### src/rtl/dram_arbiter.sv
// dram_arbiter: shares one dram_ctrl port between m0 (icache) and m1 (dcache), one transaction at a time.
// Define DRAM_ARB_RR_EN for round-robin arbitration; by default m1 has fixed priority over m0.
module dram_arbiter #(
  parameter int ADDR_W = 64,
  parameter int DATA_W = 64
) (
  input  logic              clk,
  input  logic              rst_n,
  input  logic              m0_req,
  input  logic [2:0]        m0_rd_ctrl,
  input  logic [2:0]        m0_wr_ctrl,
  input  logic [ADDR_W-1:0] m0_addr,
  input  logic [DATA_W-1:0] m0_din,
  output logic [DATA_W-1:0] m0_dout,
  output logic              m0_ack,
  input  logic              m1_req,
  input  logic [2:0]        m1_rd_ctrl,
  input  logic [2:0]        m1_wr_ctrl,
  input  logic [ADDR_W-1:0] m1_addr,
  input  logic [DATA_W-1:0] m1_din,
  output logic [DATA_W-1:0] m1_dout,
  output logic              m1_ack,
  output logic [1:0]        gnt,
  output logic [2:0]        dram_rd_ctrl,
  output logic [2:0]        dram_wr_ctrl,
  output logic [ADDR_W-1:0] dram_addr,
  output logic [DATA_W-1:0] dram_din,
  input  logic [DATA_W-1:0] dram_dout,
  input  logic              dram_done
);

  typedef enum logic [1:0] {
    ST_IDLE = 2'd0,
    ST_BUSY = 2'd1,
    ST_RESP = 2'd2
  } state_t;

  state_t            state_q, state_d;
  logic [1:0]        gnt_q, gnt_d;
  logic              last_q, last_d;   // 1: m1 owned the most recent transaction
  logic              null_q, null_d;   // latched command has neither read nor write
  logic [2:0]        rd_q, rd_d;
  logic [2:0]        wr_q, wr_d;
  logic [ADDR_W-1:0] addr_q, addr_d;
  logic [DATA_W-1:0] din_q, din_d;
  logic [1:0]        ack_q, ack_d;
  logic [DATA_W-1:0] dout0_q, dout0_d;
  logic [DATA_W-1:0] dout1_q, dout1_d;

  logic              win_s;            // 1: m1 wins this IDLE cycle
  logic [2:0]        sel_rd_s;
  logic [2:0]        sel_wr_s;
  logic [ADDR_W-1:0] sel_addr_s;
  logic [DATA_W-1:0] sel_din_s;
  logic              sel_null_s;
  logic [DATA_W-1:0] capture_s;

  // Arbitration between the two requesters
  always_comb begin
    win_s = 1'b0;
`ifdef DRAM_ARB_RR_EN
    if (m0_req && m1_req) begin
      win_s = ~last_q;
    end else begin
      win_s = m1_req;
    end
`else
    win_s = m1_req;
`endif
  end

  // Winner's command, sanitised so a write always beats a simultaneous read
  always_comb begin
    sel_wr_s   = win_s ? m1_wr_ctrl : m0_wr_ctrl;
    sel_rd_s   = 3'd0;
    if (sel_wr_s == 3'd0) begin
      sel_rd_s = win_s ? m1_rd_ctrl : m0_rd_ctrl;
    end else begin
      sel_rd_s = 3'd0;
    end
    sel_null_s = (sel_rd_s == 3'd0) && (sel_wr_s == 3'd0);
    sel_addr_s = '0;
    sel_din_s  = '0;
    if (!sel_null_s) begin
      sel_addr_s = win_s ? m1_addr : m0_addr;
      sel_din_s  = win_s ? m1_din  : m0_din;
    end else begin
      sel_addr_s = '0;
      sel_din_s  = '0;
    end
    capture_s  = (rd_q != 3'd0) ? dram_dout : '0;
  end

  // Next-state and registered-output logic of the transaction FSM
  always_comb begin
    state_d = state_q;
    gnt_d   = gnt_q;
    last_d  = last_q;
    null_d  = null_q;
    rd_d    = rd_q;
    wr_d    = wr_q;
    addr_d  = addr_q;
    din_d   = din_q;
    ack_d   = 2'b00;
    dout0_d = '0;
    dout1_d = '0;
    case (state_q)
      ST_IDLE: begin
        if (m0_req || m1_req) begin
          state_d = ST_BUSY;
          gnt_d   = win_s ? 2'b10 : 2'b01;
          rd_d    = sel_rd_s;
          wr_d    = sel_wr_s;
          addr_d  = sel_addr_s;
          din_d   = sel_din_s;
          null_d  = sel_null_s;
        end else begin
          state_d = ST_IDLE;
        end
      end
      ST_BUSY: begin
        // An empty command completes on its own without touching dram
        if (dram_done || null_q) begin
          state_d = ST_RESP;
          rd_d    = 3'd0;
          wr_d    = 3'd0;
          addr_d  = '0;
          din_d   = '0;
          ack_d   = gnt_q;
          dout0_d = gnt_q[0] ? capture_s : '0;
          dout1_d = gnt_q[1] ? capture_s : '0;
        end else begin
          state_d = ST_BUSY;
        end
      end
      ST_RESP: begin
        state_d = ST_IDLE;
        gnt_d   = 2'b00;
        last_d  = gnt_q[1];
        null_d  = 1'b0;
      end
      default: begin
        state_d = ST_IDLE;
        gnt_d   = 2'b00;
        null_d  = 1'b0;
        rd_d    = 3'd0;
        wr_d    = 3'd0;
        addr_d  = '0;
        din_d   = '0;
      end
    endcase
  end

  // State and output registers with synchronous reset
  always_ff @(posedge clk) begin
    if (!rst_n) begin
      state_q <= ST_IDLE;
      gnt_q   <= 2'b00;
      last_q  <= 1'b1;
      null_q  <= 1'b0;
      rd_q    <= 3'd0;
      wr_q    <= 3'd0;
      addr_q  <= '0;
      din_q   <= '0;
      ack_q   <= 2'b00;
      dout0_q <= '0;
      dout1_q <= '0;
    end else begin
      state_q <= state_d;
      gnt_q   <= gnt_d;
      last_q  <= last_d;
      null_q  <= null_d;
      rd_q    <= rd_d;
      wr_q    <= wr_d;
      addr_q  <= addr_d;
      din_q   <= din_d;
      ack_q   <= ack_d;
      dout0_q <= dout0_d;
      dout1_q <= dout1_d;
    end
  end

  assign gnt          = gnt_q;
  assign m0_ack       = ack_q[0];
  assign m1_ack       = ack_q[1];
  assign m0_dout      = dout0_q;
  assign m1_dout      = dout1_q;
  assign dram_rd_ctrl = rd_q;
  assign dram_wr_ctrl = wr_q;
  assign dram_addr    = addr_q;
  assign dram_din     = din_q;

endmodule
### config.mk
export PLATFORM = sky130hd
export DESIGN_NAME = dram_arbiter
export DESIGN_NICKNAME = d
export VERILOG_FILES = /design/src/rtl/dram_arbiter.sv
export SDC_FILE = /design/constraint.sdc
export NUM_CORES = 1
export LEC_CHECK = 0
export CORE_AREA = 2 2 231 233
export CTS_CLUSTER_DIAMETER = 200
export DETAILED_ROUTE_END_ITERATION = 10
export DIE_AREA = 0 0 233 235
export SLEW_MARGIN = 40
export SYNTH_ARGS = -nofsm -noshare
export SYNTH_HDL_FRONTEND = slang
export SYNTH_SLANG_ARGS = --single-unit
### constraint.sdc
create_clock -name clk -period 3.4 [get_ports clk]
set_input_delay 0.51 -clock clk [delete_from_list [all_inputs] [get_ports clk]]
set_output_delay 0.51 -clock clk [all_outputs]
set_load 0.1 [all_outputs]
==> flow_summary.ini, run 1 <==
[clock_tree]
post-cts-setup-buffers = 0
cts_tree = done
clockBufferDepth = 3
ctsHoldBuffers = 0
cts.sinks = 269
clockRootBuffer = clkbuf_16
cts_resized = 0
clock_latency_ps = 570
cts_buffers = 30
htree_levels = 1
clkSlewWorstSetupHoldPaths_ps = 60

[sta]
tightest_slew_ps = 855
max_clock_freq_mhz = 522
setup-violations-final = 0
max_slew_margin = 0.430
drv_slew = 0
finalCritPeriodShare = 0.563
clock_skew_ps = 8.09
final_hold_viol_count = 0
rsz0062_at_grt = no
post-route-min-period_ps = 1920
fin_tns_setup_ps = 0

[yosys]
avgSynthCellArea_um2 = 12.5
syn-num-nets = 1117
synth-main-ff-cell = dfxtp_1
ys_top_cells_by_count = 269 x dfxtp_1, 128 x a32o_1, 128 x and3_1, 128 x mux2_2, 34 x buf_2
yosysSeqAreaShare = 0.551
synth_top_cell_by_area = dfxtp_1
synthCells = 780
yosys_warnings = 0
syn_area_um2 = 9770
yosysTopAreaCellShare = 0.551
synth_edf_count = 0
synth_area_leaders = dfxtp_1 55%, mux2_2 15%, a32o_1 13%, and3_1 8.2%, buf_6 2.3%
synth-async-reset-ratio = 0
synth_most_common_cell = dfxtp_1
ys_ff_latch = 269
synth.distinct_cells = 31

[grt]
grt_max_degree = 129
gr-total-overflow = 0
grt_usage = 0.121
grt_pass1_wl_um = 52200
grt_pass1_vias = 8928
grt_antenna_before_repair = 0

[drt]
viasPerCell = 4.26
totalWireLength_um = 35600
drt-initial-drc-count = 401
firstDrtPassIters = 4
drc = 0
vias = 8729
ant_nets = 0
wl_per_cell_um = 17.3

[final_layout]
fin_util = 0.306
multi_input_area_um2 = 3880
layout.nets = 1676
fillers = 5396
drive_above_1_share = 0.341
seq_area_um2 = 5390
syn2layout_area_growth_pct = 63.6

[die]
io_pins = 603
fp.dieH_um = 235
rows = 84
core_area_um2 = 52200
dieArea_um2 = 54800
start_util = 0.187
fp.dieW_um = 233

[pwr]
switchingPower_uw = 2870
power_leakage_uw = 0.00713
p_per_area_nw_per_um2 = 544
vdd_drop_max_v = 0.000390
swShare = 0.331
p_comb_frac = 0.251
intPower_uw = 5810
p_clk_frac = 0.359
power_frac_seq = 0.390

[status]
status = complete, no violations

[setup_path]
critPathBufInv = 1
crit_type = register to output pin
critPathMaxFanout = 2
cp_cell_sequence = buf_2
critical-path-top-delay-family = buffers and inverters
critPathSlowestCell = buf_2
critical_path_arrival_ps = 1410
critPathRequiredTime_ps = 2890
start_kind = register
crit_path_end_kind = output pin
cpPeakStageDelay_ps = 460

[hold_path]
hold_class = primary input to register

[placement]
hpwl_um = 26200
io_buffer_count = 602
routabilityCongestion = 0.769

[run]
maxCapViolations = 0
-- through the flow --
stage / power [µW] / std cells / area, µm² / setup WS (ps) / hold slack, ps
CTS: 8810 / 2050 / 16000 / 1410 / 294
global route: 9000 / 2050 / 16000 / 1380 / 340
detailed placement: 5650 / 1995 / 15000 / 928 / 441
global placement: 5760 / 1994 / 16300 / 944 / 448
floorplan: 4950 / 780 / 9770 / 1530 / 465
finish: 8680 / 2051 / 16000 / 1480 / 333
-- sequential cells by signal (all words and copies together), names as in the netlist --
signal	flops
dram_rd_ctrl	3
gnt	2
m0_dout	64
ack_q	2
null_q	1
m1_dout	64
dram_din	64
state_q	2
dram_addr	64
dram_wr_ctrl	3
-- placed cells by master, fill, tap and decap left out, types with 2 or more instances in the layout --
cell / netlist / final
a21oi_1: 2 / 2
o21ai_0: 2 / 2
buf_4: 4 / 20
mux2i_1: 6 / 6
dfxtp_1: 269 / 269
buf_12: 0 / 6
clkdlybuf4s50_1: 0 / 335
and4b_2: 0 / 2
clkinvlp_4: 0 / 2
nand2_1: 3 / 3
mux2_2: 128 / 128
o2bb2ai_1: 6 / 6
buf_2: 34 / 251
and3_1: 128 / 128
clkbuf_16: 0 / 31
clkinv_2: 0 / 8
nor2_1: 4 / 3
a32o_1: 128 / 128
clkbuf_1: 26 / 7
clkbuf_8: 0 / 7
-- final timing paths --
kind,depth (start not counted),endpoint,slack (ps),startpoint
worst min register to register,1,dram_wr_ctrl[0]$_SDFFE_PN0P_,450,dram_wr_ctrl[0]$_SDFFE_PN0P_
worst max register to register,4,dram_din[7]$_SDFFE_PN0P_,1560,state_q[0]$_SDFF_PN0_
worst min-delay path,3,gnt[1]$_SDFFE_PN0P_,330,m1_req
worst max-delay path,1,dram_din[48],1480,dram_din[48]$_SDFFE_PN0P_
-- cell type report --
| type | count | share of cell area |
|---|---|---|
| Timing Repair Buffer | 613 | 0.306 |
| Clock inverter | 10 | 0.00345 |
| Inverter | 1 | 0.000235 |
| Tap cell | 688 | 0.0539 |
| Sequential cell | 269 | 0.337 |
| Multi-Input combinational cell | 424 | 0.243 |
| Clock buffer | 45 | 0.0562 |
| Antenna cell | 1 | 0.000157 |
-- logic make-up after synthesis --
group           Yosys count  share of synthesized area
buf+inv                  87                     0.0550
simple gates            145                     0.0952
compound gates          145                      0.145
mux                     134                      0.154
flops                   269                      0.551
-- power by group through the flow --
stage               sequential (µW)  combinational, µW  clock [µW]
CTS                            3390               2200        3220
global route                   3410               2260        3330
finish                         3390               2180        3120
detailed placement             3460               2190           0
floorplan                      4530                429           0
global placement               3450               2310           0
-- metal layers --
layer | track usage | wire length (µm)
met3 | 0.0388 | 3510
met2 | 0.218 | 17300
met1 | 0.132 | 13600
met5 | 0 | 0
met4 | 0.0461 | 1090
Power figures use the tool's default switching activity.
==> inputs of run 2 (changes only) <==
- clock period: 3.4 -> 1.6 ns (I/O delays scaled with it)
==> flow_summary.ini, run 2 (same netlist as run 1, synthesis figures left out) <==
[status]
status = complete, no violations

[grt]
grt_pass1_vias = 9149
grt_usage = 0.134
grt_pass1_wl_um = 56200
grt_max_degree = 129
grt_antenna_before_repair = 0
gr-total-overflow = 0

[drt]
viasPerCell = 4.23
ant_nets = 0
drt-initial-drc-count = 328
wl_per_cell_um = 18.4
totalWireLength_um = 38400
drc = 0
vias = 8843
firstDrtPassIters = 6

[clock_tree]
post-cts-setup-buffers = 0
cts.sinks = 269
cts_resized = 0
clkSlewWorstSetupHoldPaths_ps = 60
cts_buffers = 29
htree_levels = 1
clockRootBuffer = clkbuf_16
clock_latency_ps = 590
clockBufferDepth = 3
ctsHoldBuffers = 0
cts_tree = done

[pwr]
swShare = 0.317
p_clk_frac = 0.351
p_comb_frac = 0.285
vdd_drop_max_v = 0.000763
p_per_area_nw_per_um2 = 991
switchingPower_uw = 6410
intPower_uw = 13800
power_frac_seq = 0.364
total_power_uw = 20200
power_leakage_uw = 0.00819

[sta]
max_clock_freq_mhz = 636
max_slew_margin = 0.710
tightest_slew_ps = 435
finalCritPeriodShare = 0.983
clock_skew_ps = 9.39
post-route-min-period_ps = 1570
final_hold_viol_count = 0
setup_ws_ps = 26.5
drv_slew = 0
hold_slack_ps = 82.8
rsz0062_at_grt = no
setup-violations-final = 0

[die]
start_util = 0.187
rows = 84
dieArea_um2 = 54800
fp.dieH_um = 235
core_area_um2 = 52200
fp.dieW_um = 233
io_pins = 603

[setup_path]
r2r-end = m0_dout[59]$_SDFF_PN0_
start_kind = register
critPathRequiredTime_ps = 2060
critPathBufInv = 1
r2r-start = dram_rd_ctrl[2]$_SDFFE_PN0P_
critPathMaxFanout = 128
r2r_setup_slack_ps = 30
critical-path-top-delay-family = simple AND/OR/NAND/NOR gates
cpPeakStageDelay_ps = 510
critical_path_arrival_ps = 2040
crit_type = register to register
crit_path_end_kind = register
cp_cell_sequence = or3_2, buf_12, and3_1
r2r_cells = 3
critPathSlowestCell = or3_2

[placement]
hpwl_um = 30000
routabilityCongestion = 0.798
io_buffer_count = 602
preCtsSetupSlack_ps = -360
placedInstanceArea_um2 = 19400

[hold_path]
worstHoldStart = m1_req
min_path_cells = 3
hold_end = dram_rd_ctrl[0]$_SDFFE_PN0P_
hold_class = primary input to register

[final_layout]
syn2layout_area_growth_pct = 109
fillers = 4857
fin_util = 0.391
antenna_cells = 0
final_cell_mix = 335 x clkdlybuf4s50_1, 282 x buf_12, 264 x dfxtp_1
drive_above_1_share = 0.362
seq_area_um2 = 5390
final_cell_area_um2 = 20400
layout.nets = 1716
multi_input_area_um2 = 3880
mostFrequentLayoutCell = clkdlybuf4s50_1

[run]
maxCapViolations = 0
## run 2: cell count changes in the layout (fill, tap and decap cells not counted), sizes merged
cell,delta
inv,+1
bufinv,+4
diode,-1
clkinv,-4
clkbuf,-2
buf,+41
## run 2: worst register-to-register path, cell delays in order, from the launching register on
cell	delay, ps
dfxtp_2	340
or3_2	510
buf_12	230
and3_1	380
## run 2: power by group through the flow
stage	registers (µW)	logic [µW]	clock network, µW
finish	7370	5760	7100
global route	7410	5950	7650
CTS	7380	5810	7390
detailed placement	7520	5800	0
global placement	7510	5770	0
floorplan	9620	912	0
## run 2: stage by stage
stage | cells | TNS [ps]
2_1_floorplan | 780 | 0
3_3_place_gp | 2036 | -44700
3_5_place_dp | 2036 | -53170
4_1_cts | 2090 | 0
5_1_grt | 2090 | 0
6_report | 2090 | 0
## run 2: layout make-up
class                      count  share of cell area
clock buffer                  43              0.0410
clock inverter                11             0.00857
inverter                       1            0.000184
multi-input combinational    424               0.190
sequential                   269               0.264
tap                          688              0.0421
timing repair buffer         654               0.454
## run 2: worst max path at each step
stage                                 startpoint                         end  slack [ps]  depth (start not counted)
detailed placement                 m1_rd_ctrl[1]  dram_addr[53]$_SDFFE_PN0P_        -360                          5
CTS                        state_q[1]$_SDFF_PN0_  dram_addr[60]$_SDFFE_PN0P_          60                          4
global placement                   m1_rd_ctrl[1]  dram_addr[53]$_SDFFE_PN0P_        -320                          5
finish              dram_rd_ctrl[2]$_SDFFE_PN0P_      m0_dout[59]$_SDFF_PN0_          30                          3
floorplan           dram_rd_ctrl[2]$_SDFFE_PN0P_      m0_dout[10]$_SDFF_PN0_          40                          4
global route        dram_rd_ctrl[2]$_SDFFE_PN0P_      m0_dout[59]$_SDFF_PN0_          20                          3
## run 2: metal layers
| layer | wire length (µm) | global-route usage |
|---|---|---|
| met3 | 3550 | 0.0426 |
| met2 | 19500 | 0.242 |
| met4 | 785 | 0.0311 |
| met1 | 14600 | 0.151 |
| met5 | 0 | 0 |
==> inputs of run 3 (changes only) <==
- RECOVER_POWER: default -> 25
==> flow_summary.ini, run 3 (same netlist as run 1, synthesis figures left out) <==
[die]
start_util = 0.187
fp.dieH_um = 235
dieArea_um2 = 54800
core_area_um2 = 52200
rows = 84
fp.dieW_um = 233
io_pins = 603

[grt]
grt_usage = 0.134
grt_pass1_vias = 9149
gr-total-overflow = 0
grt_max_degree = 129
grt_pass1_wl_um = 56200
grt_antenna_before_repair = 0

[final_layout]
seq_area_um2 = 5390
layoutNonFillerInstCount = 2090
multi_input_area_um2 = 3870
drive_above_1_share = 0.359
layout.nets = 1716
final_cell_mix = 335 x clkdlybuf4s50_1, 264 x dfxtp_1, 156 x buf_12
syn2layout_area_growth_pct = 93.0
fillers = 5087
final_cell_area_um2 = 18800
mostFrequentLayoutCell = clkdlybuf4s50_1
antenna_cells = 0

[sta]
post-route-min-period_ps = 1550
max_slew_margin = 0.713
finalCritPeriodShare = 0.972
final_hold_viol_count = 0
rsz0062_at_grt = no
setup-violations-final = 0
setup_ws_ps = 45.5
tightest_slew_ps = 430
clock_skew_ps = 5.89
max_clock_freq_mhz = 643
hold_slack_ps = 83.3
drv_slew = 0

[clock_tree]
cts_buffers = 29
cts.sinks = 269
cts_tree = done
ctsHoldBuffers = 0
clockBufferDepth = 3
clock_latency_ps = 580
post-cts-setup-buffers = 0
clockRootBuffer = clkbuf_16
clkSlewWorstSetupHoldPaths_ps = 60
htree_levels = 1

[placement]
routabilityCongestion = 0.798
hpwl_um = 30000
preCtsSetupSlack_ps = -360
dp.cells = 2036
placedInstanceArea_um2 = 19400
io_buffer_count = 602

[setup_path]
critPathMaxFanout = 128
crit_path_end_kind = register
crit_start = dram_rd_ctrl[2]$_SDFFE_PN0P_
endpoint = m0_dout[59]$_SDFF_PN0_
r2r_cells = 3
r2r-end = m0_dout[59]$_SDFF_PN0_
r2r_setup_slack_ps = 50
critical_path_arrival_ps = 2010
critPathRequiredTime_ps = 2060
start_kind = register
crit_type = register to register
r2r-start = dram_rd_ctrl[2]$_SDFFE_PN0P_

[drt]
drc = 0
firstDrtPassIters = 5
totalWireLength_um = 38800
viasPerCell = 4.22
wl_per_cell_um = 18.5
drt-initial-drc-count = 333
vias = 8827
ant_nets = 0

[status]
status = complete, no violations

[pwr]
power_leakage_uw = 0.00778
total_power_uw = 20200
p_per_area_nw_per_um2 = 1070
vdd_drop_max_v = 0.000766

[hold_path]
hold_class = primary input to register
worstHoldStart = m1_req

[run]
maxCapViolations = 0
-- run 3: per-layer routing --
metal  vias to the layer above  GRT usage  share of wire
met3                        40     0.0426          0.089
met1                      4205      0.151           0.39
met2                       389      0.242           0.50
li1                       4193          -              -
met5                         -          0              0
met4                         0     0.0311          0.021
-- run 3: stage by stage --
stage          utilization  setup TNS [ps]
2_1_floorplan            -               0
3_3_place_gp         0.372          -44700
3_5_place_dp         0.372          -53170
4_1_cts              0.391               0
5_1_grt              0.361               0
6_report             0.361               0
-- run 3: layout make-up --
cell class	instances	area share
sequential	269	0.286
clock buffer	43	0.0445
timing repair buffer	654	0.409
clock inverter	11	0.00930
multi-input combinational	424	0.206
inverter	1	0.000199
tap	688	0.0457
-- run 3: worst min path at each step --
stage | endpoint | cells after the start
after global routing | dram_rd_ctrl[2]$_SDFFE_PN0P_ | 3
final | dram_rd_ctrl[0]$_SDFFE_PN0P_ | 3
after floorplan | m0_dout[0]$_SDFF_PN0_ | 1
after detailed placement | dram_rd_ctrl[2]$_SDFFE_PN0P_ | 1
after CTS | dram_rd_ctrl[2]$_SDFFE_PN0P_ | 3
after global placement | dram_rd_ctrl[0]$_SDFFE_PN0P_ | 1
-- run 3: what timing repair did --
| action | 4_1_cts | 5_1_grt |
|---|---|---|
| setup endpoints to repair | 0 | 9 |
| resized for setup | 0 | 1 |
| hold endpoints to repair | 0 | 0 |
-- run 3: report_power, final --
part,switching (µW),internal [µW],total [µW]
Combinational,3240,2500,5740
Clock,2820,4270,7100
Sequential,337,7030,7370
-- run 3: critical path, cell delays in order (launching register included) --
cell and delay [ps]:
dfxtp_2 320, or3_2 500, buf_12 230, and3_1 290
